## src/rtl/tick_generator_bank_pkg.sv

```systemverilog
// Shared definitions for the tick generator bank: channel-select width, divisor clamp, mode encoding.
// Latency: n/a (declarations only).
// Backpressure: n/a.
package tick_gen_defs;

    // Smallest effective divisor; a programmed divisor of 0 behaves as this value.
    localparam int DIV_MIN = 1;

    // Channel run mode.
    typedef enum logic {
        MODE_PERIODIC = 1'b0,
        MODE_ONESHOT  = 1'b1
    } mode_e;

    // Width of the channel-select field; never less than one bit so a single-channel bank still has a port.
    function automatic int ch_width(input int channels);
        return (channels > 1) ? $clog2(channels) : 1;
    endfunction

endpackage

```

## src/rtl/tick_generator_bank_channel.sv

```systemverilog
// One programmable channel: counts base ticks and pulses tick / toggles level when the divisor expires.
// Latency: tick and level change 1 clk after the expiring base tick; config writes take effect next clk.
// Backpressure: none; a write is accepted every cycle and overrides a coincident expiry.
module tick_channel
    import tick_gen_defs::*;
#(
    parameter int               WIDTH       = 32,
    parameter logic [WIDTH-1:0] DEFAULT_DIV = WIDTH'(1000000),
    parameter logic             DEFAULT_EN  = 1'b0
) (
    input  logic             clk,
    input  logic             rst,
    input  logic             base_tick,
    input  logic             wr,
    input  logic [WIDTH-1:0] div_in,
    input  logic             en_in,
    input  logic             oneshot_in,
    output logic             tick,
    output logic             level,
    output logic             active
);

    logic [WIDTH-1:0] r_div;
    logic [WIDTH-1:0] r_cnt;
    logic             r_en;
    mode_e            r_mode;
    logic             r_tick;
    logic             r_level;

    logic [WIDTH-1:0] w_last;
    logic             w_expire;

    // Terminal count is div-1, with div=0 clamped to DIV_MIN so the counter can never run past it.
    assign w_last   = (r_div > WIDTH'(DIV_MIN)) ? (r_div - WIDTH'(DIV_MIN)) : '0;
    assign w_expire = (r_cnt == w_last);

    // Channel state: a config write wins over everything except reset, including an expiry on the same edge.
    always_ff @(posedge clk) begin
        if (rst) begin
            r_div   <= DEFAULT_DIV;
            r_en    <= DEFAULT_EN;
            r_mode  <= MODE_PERIODIC;
            r_cnt   <= '0;
            r_tick  <= 1'b0;
            r_level <= 1'b0;
        end else if (wr) begin
            r_div   <= div_in;
            r_en    <= en_in;
            r_mode  <= oneshot_in ? MODE_ONESHOT : MODE_PERIODIC;
            r_cnt   <= '0;
            r_tick  <= 1'b0;
        end else if (base_tick && r_en) begin
            if (w_expire) begin
                r_cnt   <= '0;
                r_tick  <= 1'b1;
                r_level <= ~r_level;
                if (r_mode == MODE_ONESHOT) begin
                    r_en <= 1'b0;
                end
            end else begin
                r_cnt  <= r_cnt + WIDTH'(1);
                r_tick <= 1'b0;
            end
        end else begin
            r_tick <= 1'b0;
        end
    end

    assign tick   = r_tick;
    assign level  = r_level;
    assign active = r_en;

endmodule

```

## src/rtl/tick_generator_bank.sv

```systemverilog
// Bank of runtime-programmable tick generators sharing one free-running base-tick prescaler.
// Latency: base_tick 1 clk after prescaler wrap; channel tick 1 clk after its expiring base tick.
// Backpressure: none; config writes accepted every cycle, writes to nonexistent channels are dropped.
module tick_generator_bank
    import tick_gen_defs::*;
#(
    parameter int                  CHANNELS    = 4,
    parameter int                  WIDTH       = 32,
    parameter int                  PRESCALE    = 100,
    parameter longint              DEFAULT_DIV = 1000000,
    parameter logic [CHANNELS-1:0] DEFAULT_EN  = '0,
    localparam int                 CH_W        = ch_width(CHANNELS)
) (
    input  logic                clk,
    input  logic                rst,
    input  logic                cfg_we,
    input  logic [CH_W-1:0]     cfg_ch,
    input  logic [WIDTH-1:0]    cfg_div,
    input  logic                cfg_en,
    input  logic                cfg_oneshot,
    output logic                base_tick,
    output logic [CHANNELS-1:0] tick,
    output logic [CHANNELS-1:0] level,
    output logic [CHANNELS-1:0] active
);

    localparam int PRE_W = (PRESCALE > 1) ? $clog2(PRESCALE) : 1;

    logic [PRE_W-1:0]    r_pre_cnt;
    logic                r_base_tick;
    logic                w_pre_wrap;
    logic [CHANNELS-1:0] w_wr;

    assign w_pre_wrap = (r_pre_cnt == PRE_W'(PRESCALE - 1));

    // Free-running prescaler; base_tick is registered so it lands the cycle after the wrap count.
    always_ff @(posedge clk) begin
        if (rst) begin
            r_pre_cnt   <= '0;
            r_base_tick <= 1'b0;
        end else begin
            r_base_tick <= w_pre_wrap;
            r_pre_cnt   <= w_pre_wrap ? '0 : (r_pre_cnt + PRE_W'(1));
        end
    end

    assign base_tick = r_base_tick;

    // Decode the write strobe; selects at or beyond CHANNELS match nothing and are silently ignored.
    always_comb begin
        w_wr = '0;
        for (int i = 0; i < CHANNELS; i++) begin
            if (cfg_we && (cfg_ch == CH_W'(i))) begin
                w_wr[i] = 1'b1;
            end
        end
    end

    for (genvar g = 0; g < CHANNELS; g++) begin : g_ch
        tick_channel #(
            .WIDTH       (WIDTH),
            .DEFAULT_DIV (WIDTH'(DEFAULT_DIV)),
            .DEFAULT_EN  (DEFAULT_EN[g])
        ) u_ch (
            .clk        (clk),
            .rst        (rst),
            .base_tick  (r_base_tick),
            .wr         (w_wr[g]),
            .div_in     (cfg_div),
            .en_in      (cfg_en),
            .oneshot_in (cfg_oneshot),
            .tick       (tick[g]),
            .level      (level[g]),
            .active     (active[g])
        );
    end

endmodule

```

## config.mk

```make
export PLATFORM = sky130hd
export DESIGN_NAME = tick_generator_bank
export DESIGN_NICKNAME = d
export VERILOG_FILES = /design/src/rtl/tick_generator_bank_pkg.sv /design/src/rtl/tick_generator_bank_channel.sv /design/src/rtl/tick_generator_bank.sv
export SDC_FILE = /design/constraint.sdc
export NUM_CORES = 1
export LEC_CHECK = 0
export BUFFER_PORTS_ARGS = -buffer_cell sky130_fd_sc_hd__buf_2
export CELL_PAD_IN_SITES_DETAIL_PLACEMENT = 2
export CELL_PAD_IN_SITES_GLOBAL_PLACEMENT = 2
export CORE_MARGIN = 10
export CORE_UTILIZATION = 42
export CTS_BUF_LIST = sky130_fd_sc_hd__clkbuf_4 sky130_fd_sc_hd__clkbuf_8
export CTS_CLUSTER_DIAMETER = 50
export DETAILED_ROUTE_END_ITERATION = 12
export PLACE_DENSITY_LB_ADDON = 0.1
export SLEW_MARGIN = 25
export SYNTH_ARGS = -nofsm -noshare
export SYNTH_HDL_FRONTEND = slang
export SYNTH_SLANG_ARGS = --single-unit
```

## constraint.sdc

```tcl
create_clock -name clk -period 10 [get_ports clk]
set_input_delay 1 -clock clk [delete_from_list [all_inputs] [get_ports clk]]
set_output_delay 1 -clock clk [all_outputs]
set_load 0.02 [all_outputs]
```

=== Word level (Yosys, flattened, before mapping) ===
Cells that the tools add are included.

* $add $sub $neg: 9
* $lt $le $gt $ge: 4
* Equality and inequality tests: 8
* Muxes and demuxes: 33
* Bitwise logic cells: 12
* Reductions and logical operators: 38

{| class="wikitable"
|+ Operators with widths
! cell !! number
|-
| $mux W32 || 8
|-
| $add A32 B1 Y32 const B || 4
|-
| $eq A32 B32 Y1 || 4
|-
| $gt A32 B1 Y1 const B || 4
|-
| $sub A32 B1 Y32 const B || 4
|-
| $mux W1 || 25
|-
| $reduce_and A3 Y1 || 8
|-
| $reduce_bool A2 Y1 || 12
|-
| $not A1 Y1 || 12
|-
| $reduce_or A3 Y1 || 4
|-
| $reduce_or A2 Y1 || 5
|-
| $logic_and A1 B1 Y1 || 8
|-
| $add A7 B1 Y7 const B || 1
|-
| $eq A7 B7 Y1 const B || 1
|-
| $eq A2 B2 Y1 const B || 2
|-
| $eq A2 B1 Y1 const B || 1
|-
| $logic_not A2 Y1 || 1
|}

* Register bits after elaboration: 280
* Input bits: 39
* Output and inout port bits: 13
* Logic and storage cells: 130

=== Logic depth before layout (Yosys ltp) ===
Gate-level depths: netlist of run 1.

* Depth in word-level cells: 6
* Depth in mapped cells: 15
* Mapped depth without buffers: 11

=== Modules after synthesis ===
From an unflattened synthesis of run 1, not the netlist that was laid out.

* Cells, all modules: 2143
* Area, all modules: 17411.7 um2

{| class="wikitable"
|+ Modules (own cells, without submodules)
! module !! instances !! cells each !! area each (um2) !! sequential area each (um2)
|-
| tick_channel at g_ch[0].u_ch ... || 3 || 534 || 4296.6 || 1361.3
|-
| tick_channel at g_ch[3].u_ch || 1 || 503 || 4162.7 || 1361.3
|-
| tick_generator_bank || 1 || 38 || 359.1 || 160.2
|}

=== Least setup slack after synthesis of run 1 ===
No wires, ideal clock.

* Path type: reg2reg
* Start point: reg g_ch[0].u_ch.r_div[0]
* End point: reg g_ch[0].u_ch.r_cnt[0]
* Library setup time: 0.140 ns
* Arrival time: 3.774 ns
* Data required time: 9.860 ns
* Path slack: 6.087 ns
* Stages on the path, launching flop included: 13
* Clock period less this slack: 3.913 ns
* Cell sequence: dfxtp_1 > inv_1 > ha_1 > or4b_4 > or4_4 > xor2_1 > o31a_1 > a21o_1 > or4_1 > or4_4 > nor4_4 > buf_6 > nor3_2

* Longest elaborated chain between the ends: 4

{| class="wikitable"
|+ RTL lines
! what !! line !! source
|-
| from (decl) || tick_generator_bank_channel.sv:23 || <nowiki>logic [WIDTH-1:0] r_div;</nowiki>
|-
| from (signal assigned) || tick_generator_bank_channel.sv:47 || <nowiki>r_div <= div_in;</nowiki>
|-
| $sub A32 B1 Y32 or $gt A32 B1 Y1 (tied branches) || tick_generator_bank_channel.sv:34 || <nowiki>assign w_last = (r_div > WIDTH'(DIV_MIN)) ? (r_div - WIDTH'(DIV_MIN)) : '0;</nowiki>
|-
| $mux W32 * || tick_generator_bank_channel.sv:34 ||
|-
| $eq A32 B32 Y1 * || tick_generator_bank_channel.sv:35 || <nowiki>assign w_expire = (r_cnt == w_last);</nowiki>
|-
| $mux W32 * || tick_generator_bank_channel.sv:53 || <nowiki>if (w_expire) begin</nowiki>
|-
| to (signal assigned) || tick_generator_bank_channel.sv:61 || <nowiki>r_cnt <= r_cnt + WIDTH'(1);</nowiki>
|-
| to (decl) || tick_generator_bank_channel.sv:24 || <nowiki>logic [WIDTH-1:0] r_cnt;</nowiki>
|}

Mark *: on every way between the ends. The rest lies on a longest branch, timed or not.
A chain may end at the register's enable or synchronous reset.

=== Final worst setup path of run 1 ===
* Start point: reg g_ch[1].u_ch.r_div[0]
* End point: reg g_ch[1].u_ch.r_cnt[4]

* Longest elaborated chain between the ends: 4

{| class="wikitable"
|+ RTL lines
! what !! line
|-
| from (decl) || tick_generator_bank_channel.sv:23
|-
| from (signal assigned) || tick_generator_bank_channel.sv:47
|-
| $sub A32 B1 Y32 or $gt A32 B1 Y1 (tied branches) || tick_generator_bank_channel.sv:34
|-
| $mux W32 * || tick_generator_bank_channel.sv:34
|-
| $eq A32 B32 Y1 * || tick_generator_bank_channel.sv:35
|-
| $mux W32 * || tick_generator_bank_channel.sv:53
|-
| to (signal assigned) || tick_generator_bank_channel.sv:61
|-
| to (decl) || tick_generator_bank_channel.sv:24
|}

Marked as above.

==> run metrics, run 1 <==
CP Capture Type flip-flop; CTS Root Buffer Type clkbuf_8; Synth area leader dfxtp_1; Synth Register Bits 280; Worst-Margin Slew 0.869 ns; post-CTS sizing 0; clk_lat worst skew 0.66 ns; ANT nets after route 0; IO buf count 51; Final Max Slew Viols 0; crit path kind flip-flop to flip-flop; MaxCap Viol Count 0; Synth-to-Final Area Change 8.40%; Avg Inst Size Synth 7.58 µm²; Reg clk slew, reported paths 0.06 ns; final instance area 0.0197 mm²; clock period minus worst slack 4.96 ns; Top FF cell, synth dfxtp_1; vias per cell 6.12; CTS Hold Buffers Added 0; Max Root-Sink Buffers 3; row count 76; Post-CTS Setup Inserts 0; outcome finished, final reports clean; io pins 52; Worst EP required 10.51 ns; critical path arrival 5.47 ns; final RePlAce weighted congestion 0.919; Final Util 0.459; post-synth design cell area 0.0182 mm²; Peak VDD IR 0.0000830 V; GRT overflow 0; die area 0.0520 mm²; Setup Skew 0.0194 ns; RSZ-0062 raised after global routing no; first-pass GRT wire length 112 mm; Critical Path Source Type flip-flop; Slowest Stage Delay on Critical Path 0.71 ns; Starting Density 0.423; period utilisation layout 0.496; Vias 18200; share of the synthesized area in the top cell type 0.308; Max FO, Critical Path 31; Inserted Clock Buffers 53; initial antenna violation count 1; largest net degree at the start of global routing 72; Hold Crit Class flip-flop to flip-flop; Post-synth EDFFs 0; Slew Limit Headroom 0.412; distinct cell type count after synthesis 88; final wirelength 69.7 mm; CTS tree done; H-tree levels 2; Seq/Total Area, Yosys 0.308; Pleak 0.00662 µW; Crit-path slowest cell and4_2; final hold violation count 0; number of remaining DRC errors 0; overall global routing resource usage 0.260; fmax 202 MHz; cells after synthesis 2399; synth warn 0; net count after synthesis 2451; nets@finish 2396; setup_tns 0 ns; HPWL after detailed placement 50.8 mm; power per cell area 137 mW/mm²; TritonRoute pass-1 iters 5; Initial DRC Count 1080; final setup vio count 0; core area 0.0430 mm²; critical path's most frequent cell or4_1; Avg WL per Cell 23.5 µm; Worst R2R Setup Slack 5.04 ns; share of cells above drive strength 1 0.105; vias in the first global route 19500; Die Span Y 228 µm; DP Area 0.0186 mm²; synth top area cells dfxtp_1, nand2_1, xnor2_1; DIE WIDTH 228 µm; CP Cell Sequence inv_1 -> ha_1 -> nor3b_1 -> nand3_1 -> or4_1 -> mux2i_1 -> mux2_2 -> or4_1 -> nor4_2 -> and4_2 -> nor3_1; Post-synth ARST share 0; Sink Count 280
[cell type report]
cell class,instances,area [µm²]
diodes,1,2.50
clock buffers,80,1020
clock inverters,12,124
fillers,4989,23300
inverters,36,135
multi-input cells,1900,11700
flip-flops and latches,280,5610
well taps,585,732
repair buffers,73,423
[metrics by stage]
step                total power, µW  setup slack (ns)  hold WS [ns]  instances
CTS                            2720              5.04         0.464       2966
global placement               1460              5.02         0.426       2874
floorplan                      1370              6.09         0.413       2399
finish                         2700              5.04         0.467       2967
global route                   2800              4.76         0.480       2966
detailed placement             1470              5.10         0.435       2874
[cell usage after synthesis (17+ instances only)]
| master | count |
|---|---|
| nand2_1 | 396 |
| dfxtp_1 | 280 |
| nor3_1 | 178 |
| nor2_1 | 147 |
| clkbuf_1 | 134 |
| a21oi_1 | 127 |
| xnor2_1 | 123 |
| xor2_1 | 112 |
| nand4_1 | 68 |
| nand3_1 | 67 |
| nor4_1 | 66 |
| o21ai_0 | 44 |
| or3_1 | 40 |
| and3_1 | 39 |
| inv_1 | 36 |
| nand3b_1 | 36 |
| or4_1 | 36 |
| nor2b_1 | 27 |
| nand2b_1 | 23 |
| or2_2 | 22 |
| and4_1 | 20 |
| o31ai_1 | 20 |
| a31oi_1 | 18 |
| buf_2 | 18 |
| buf_4 | 17 |
[cells by family after synthesis]
family          synth area share
mux                       0.0133
compound gates             0.135
buf+inv                   0.0517
flops                      0.308
simple gates               0.366
fa+ha+maj                0.00894
xor+xnor                   0.117
[critical path, delay by kind of cell, from the launching register on]
kind	cells	cell delay, ns
simple gates	7	3.49
fa+ha+maj	1	0.23
buf+inv	1	0.09
mux	2	0.60
flops	1	0.38
[where the power goes]
part	switching [µW]	leakage (µW)	internal (µW)
sequential	41.1	0.00227	1140
clock	540	0.000594	699
combinational	182	0.00376	95.4
total	763	0.00662	1930
[cell usage in the layout, fill, tap and decap left out, types with 50 or more instances in the layout]
cell type and n:
nor4_1 65, dfxtp_1 280, xnor2_1 123, xor2_1 112, buf_2 50, clkbuf_8 67
a21oi_1 127, nand2_1 396, nand4_1 68, nor2_1 146, nor3_1 177, nand3_1 67
[path summary, 6_finish.rpt]
check,cells after the start,to,startpoint
max,11,g_ch[1].u_ch.r_cnt[4]$_SDFFE_PP0P_,g_ch[1].u_ch.r_div[0]$_SDFFE_PP0P_
min,2,g_ch[1].u_ch.r_mode$_SDFFE_PP0P_,g_ch[1].u_ch.r_mode$_SDFFE_PP0P_
max reg2reg,11,g_ch[1].u_ch.r_cnt[4]$_SDFFE_PP0P_,g_ch[1].u_ch.r_div[0]$_SDFFE_PP0P_
min reg2reg,2,g_ch[1].u_ch.r_mode$_SDFFE_PP0P_,g_ch[1].u_ch.r_mode$_SDFFE_PP0P_
[flip-flops by register name (all words and copies together) (netlist names)]
register and cells:
g_ch.u_ch.level 4, g_ch.u_ch.r_div 128, r_pre_cnt 7, g_ch.u_ch.r_mode 4, base_tick 1, g_ch.u_ch.active 4
g_ch.u_ch.tick 4, g_ch.u_ch.r_cnt 128
[per-layer routing]
layer	wire (µm)	part of all wire	track usage	vias up
li1	-	-	-	8495
met1	31000	0.45	0.329	9215
met2	34000	0.49	0.446	327
met3	2550	0.037	0.0305	120
met4	2170	0.031	0.0962	0
met5	0	0	0	-
(Power assumes the default switching activity.)
==> run 2: changes to the inputs <==
ABC_AREA = 1   (was not set)
CORE_UTILIZATION = 35   (was 42)
clock period = 4.8 ns   (was 10 ns; I/O delays follow)
==> run 2 against run 1 <==
Compared with the run above:
- critical path depth rose by 5
- clock power grew to 2.5 times the previous value
- worst hold slack worse by 0.30 ns
- via count up 19%
- cell count rose by 38%
- die area up 25%
- power is 140% higher
==> run metrics, run 2 <==
Final Util 0.393; cells after synthesis 3253; crit path kind flip-flop to flip-flop; Critical Path Source Type flip-flop; Synth Register Bits 280; final worst setup slack 1.10 ns; die area 0.0652 mm²; DIE WIDTH 255 µm; ANT nets after route 0; GRT overflow 0; Top Registers g_ch.u_ch.r_cnt (128), g_ch.u_ch.r_div (128), r_pre_cnt (7); clock period minus worst slack 3.70 ns; post-CTS sizing 0; Slew Limit Headroom 0.354; Top FF cell, synth dfxtp_1; number of remaining DRC errors 0; MaxCap Viol Count 0; Avg WL per Cell 21.0 µm; RSZ-0062 raised after global routing no; power per cell area 301 mW/mm²; initial antenna violation count 4; Max Root-Sink Buffers 3; Pleak 0.00950 µW; fmax 270 MHz; vias per cell 5.29; Seq/Total Area, Yosys 0.289; CP Capture Type flip-flop; final setup vio count 0; core area 0.0550 mm²; CTS tree done; Synth area leader dfxtp_1; final hold violation count 0; io pins 52; setup_tns 0 ns; most common cell after layout, fill and taps aside nand2_1; Avg Inst Size Synth 5.96 µm²; Max FO, Critical Path 27; Vias 21600; Synth-to-Final Area Change 11.6%; Post-synth EDFFs 0; pre-CTS setup slack 1.13 ns; final RePlAce weighted congestion 0.916; Starting Density 0.352; vias in the first global route 23400; clk_lat worst skew 0.69 ns; IO buf count 51; H-tree levels 2; Inserted Clock Buffers 60; CTS Hold Buffers Added 0; share of the synthesized area in the top cell type 0.289; overall global routing resource usage 0.258; post-synth design cell area 0.0194 mm²; top cells by count, synth nand2_1, nor2_1, inv_1; row count 86; largest net degree at the start of global routing 82; most common cell in the synthesized netlist nand2_1; most frequent cells in the layout nand2_1, nor2_1, inv_1; net count after synthesis 3305; critical path arrival 4.26 ns; share of cells above drive strength 1 0.0767; HPWL after detailed placement 67.7 mm; synth warn 0; Die Span Y 255 µm; Sink Count 280; first-pass GRT wire length 135 mm; Initial DRC Count 1087; Setup Skew 0.0216 ns; Peak VDD IR 0.000223 V; distinct cell type count after synthesis 44; Reg clk slew, reported paths 0.06 ns; Hold Crit Class primary input to flip-flop; synth top area cells dfxtp_1, nand2_1, nor2_1; period utilisation layout 0.771; Post-synth ARST share 0; TritonRoute pass-1 iters 5; CTS Root Buffer Type clkbuf_8; Final Max Slew Viols 0; nets@finish 3344; outcome finished, final reports clean; Post-CTS Setup Inserts 0; Worst-Margin Slew 0.967 ns; Worst EP required 5.36 ns; final wirelength 85.8 mm
run 2: power breakdown:
part / switching (µW) / internal, µW / leakage [µW] / total [µW]
combinational: 656 / 250 / 0.00648 / 906
clock: 1240 / 1900 / 0.000744 / 3140
sequential: 74.6 / 2390 / 0.00227 / 2460
run 2: final timing paths:
check | depth (start not counted) | slack [ns] | end | startpoint
max | 16 | 1.10 | g_ch[1].u_ch.r_cnt[24]$_SDFFE_PP0P_ | g_ch[1].u_ch.r_div[0]$_SDFFE_PP0P_
min | 3 | 0.16 | g_ch[1].u_ch.r_div[6]$_SDFFE_PP1P_ | cfg_div[6]
max reg2reg | 16 | 1.10 | g_ch[1].u_ch.r_cnt[24]$_SDFFE_PP0P_ | g_ch[1].u_ch.r_div[0]$_SDFFE_PP0P_
min reg2reg | 1 | 0.45 | r_pre_cnt[0]$_SDFF_PP0_ | r_pre_cnt[0]$_SDFF_PP0_
run 2: critical path, cell delays in order (launching register included):
cell and delay, ns:
dfxtp_1 0.31, inv_1 0.14, ha_1 0.24, nor2_1 0.07, nor2_1 0.23, nand2_1 0.10
nor2_1 0.13, nand2_1 0.47, buf_4 0.43, nand2_1 0.11, xor2_1 0.37, o21a_1 0.19
nand2_1 0.06, nor2_2 0.17, nand3_2 0.13, nand2_4 0.29, nor2_1 0.10
run 2: per-layer routing:
metal / track usage / routed length (µm)
met5: 0 / 12
met3: 0.0381 / 2820
met4: 0.0906 / 2970
met2: 0.438 / 40400
met1: 0.326 / 39600
run 2: area by class of cell:
class	count	area (µm²)
fill	6915	33400
multi-input combinational	2470	11700
sequential	280	5610
inverter	412	1550
clock buffer	95	1200
tap	748	936
timing repair buffer	68	383
clock inverter	14	228
antenna	2	5.00
run 2: cells by family after synthesis:
kind of cell / count (synthesis) / share of synthesized area
xor gates and xnor gates: 118 / 0.0533
adders and majority gates: 13 / 0.00839
AOI/OAI and AO/OA: 325 / 0.0870
and+or+nand+nor: 2014 / 0.455
buffers and inverters: 503 / 0.107
DFF: 280 / 0.289
run 2: metrics by stage:
stage | total power, µW | cells | hold slack (ns) | instance area (µm²)
final | 6510 | 4089 | 0.164 | 21600
after global routing | 6810 | 4088 | 0.142 | 21600
after floorplan | 3070 | 3253 | 0.418 | 19400
after CTS | 6580 | 4087 | 0.0865 | 21600
after global placement | 3370 | 3978 | 0.432 | 20200
after detailed placement | 3400 | 3978 | 0.445 | 20200
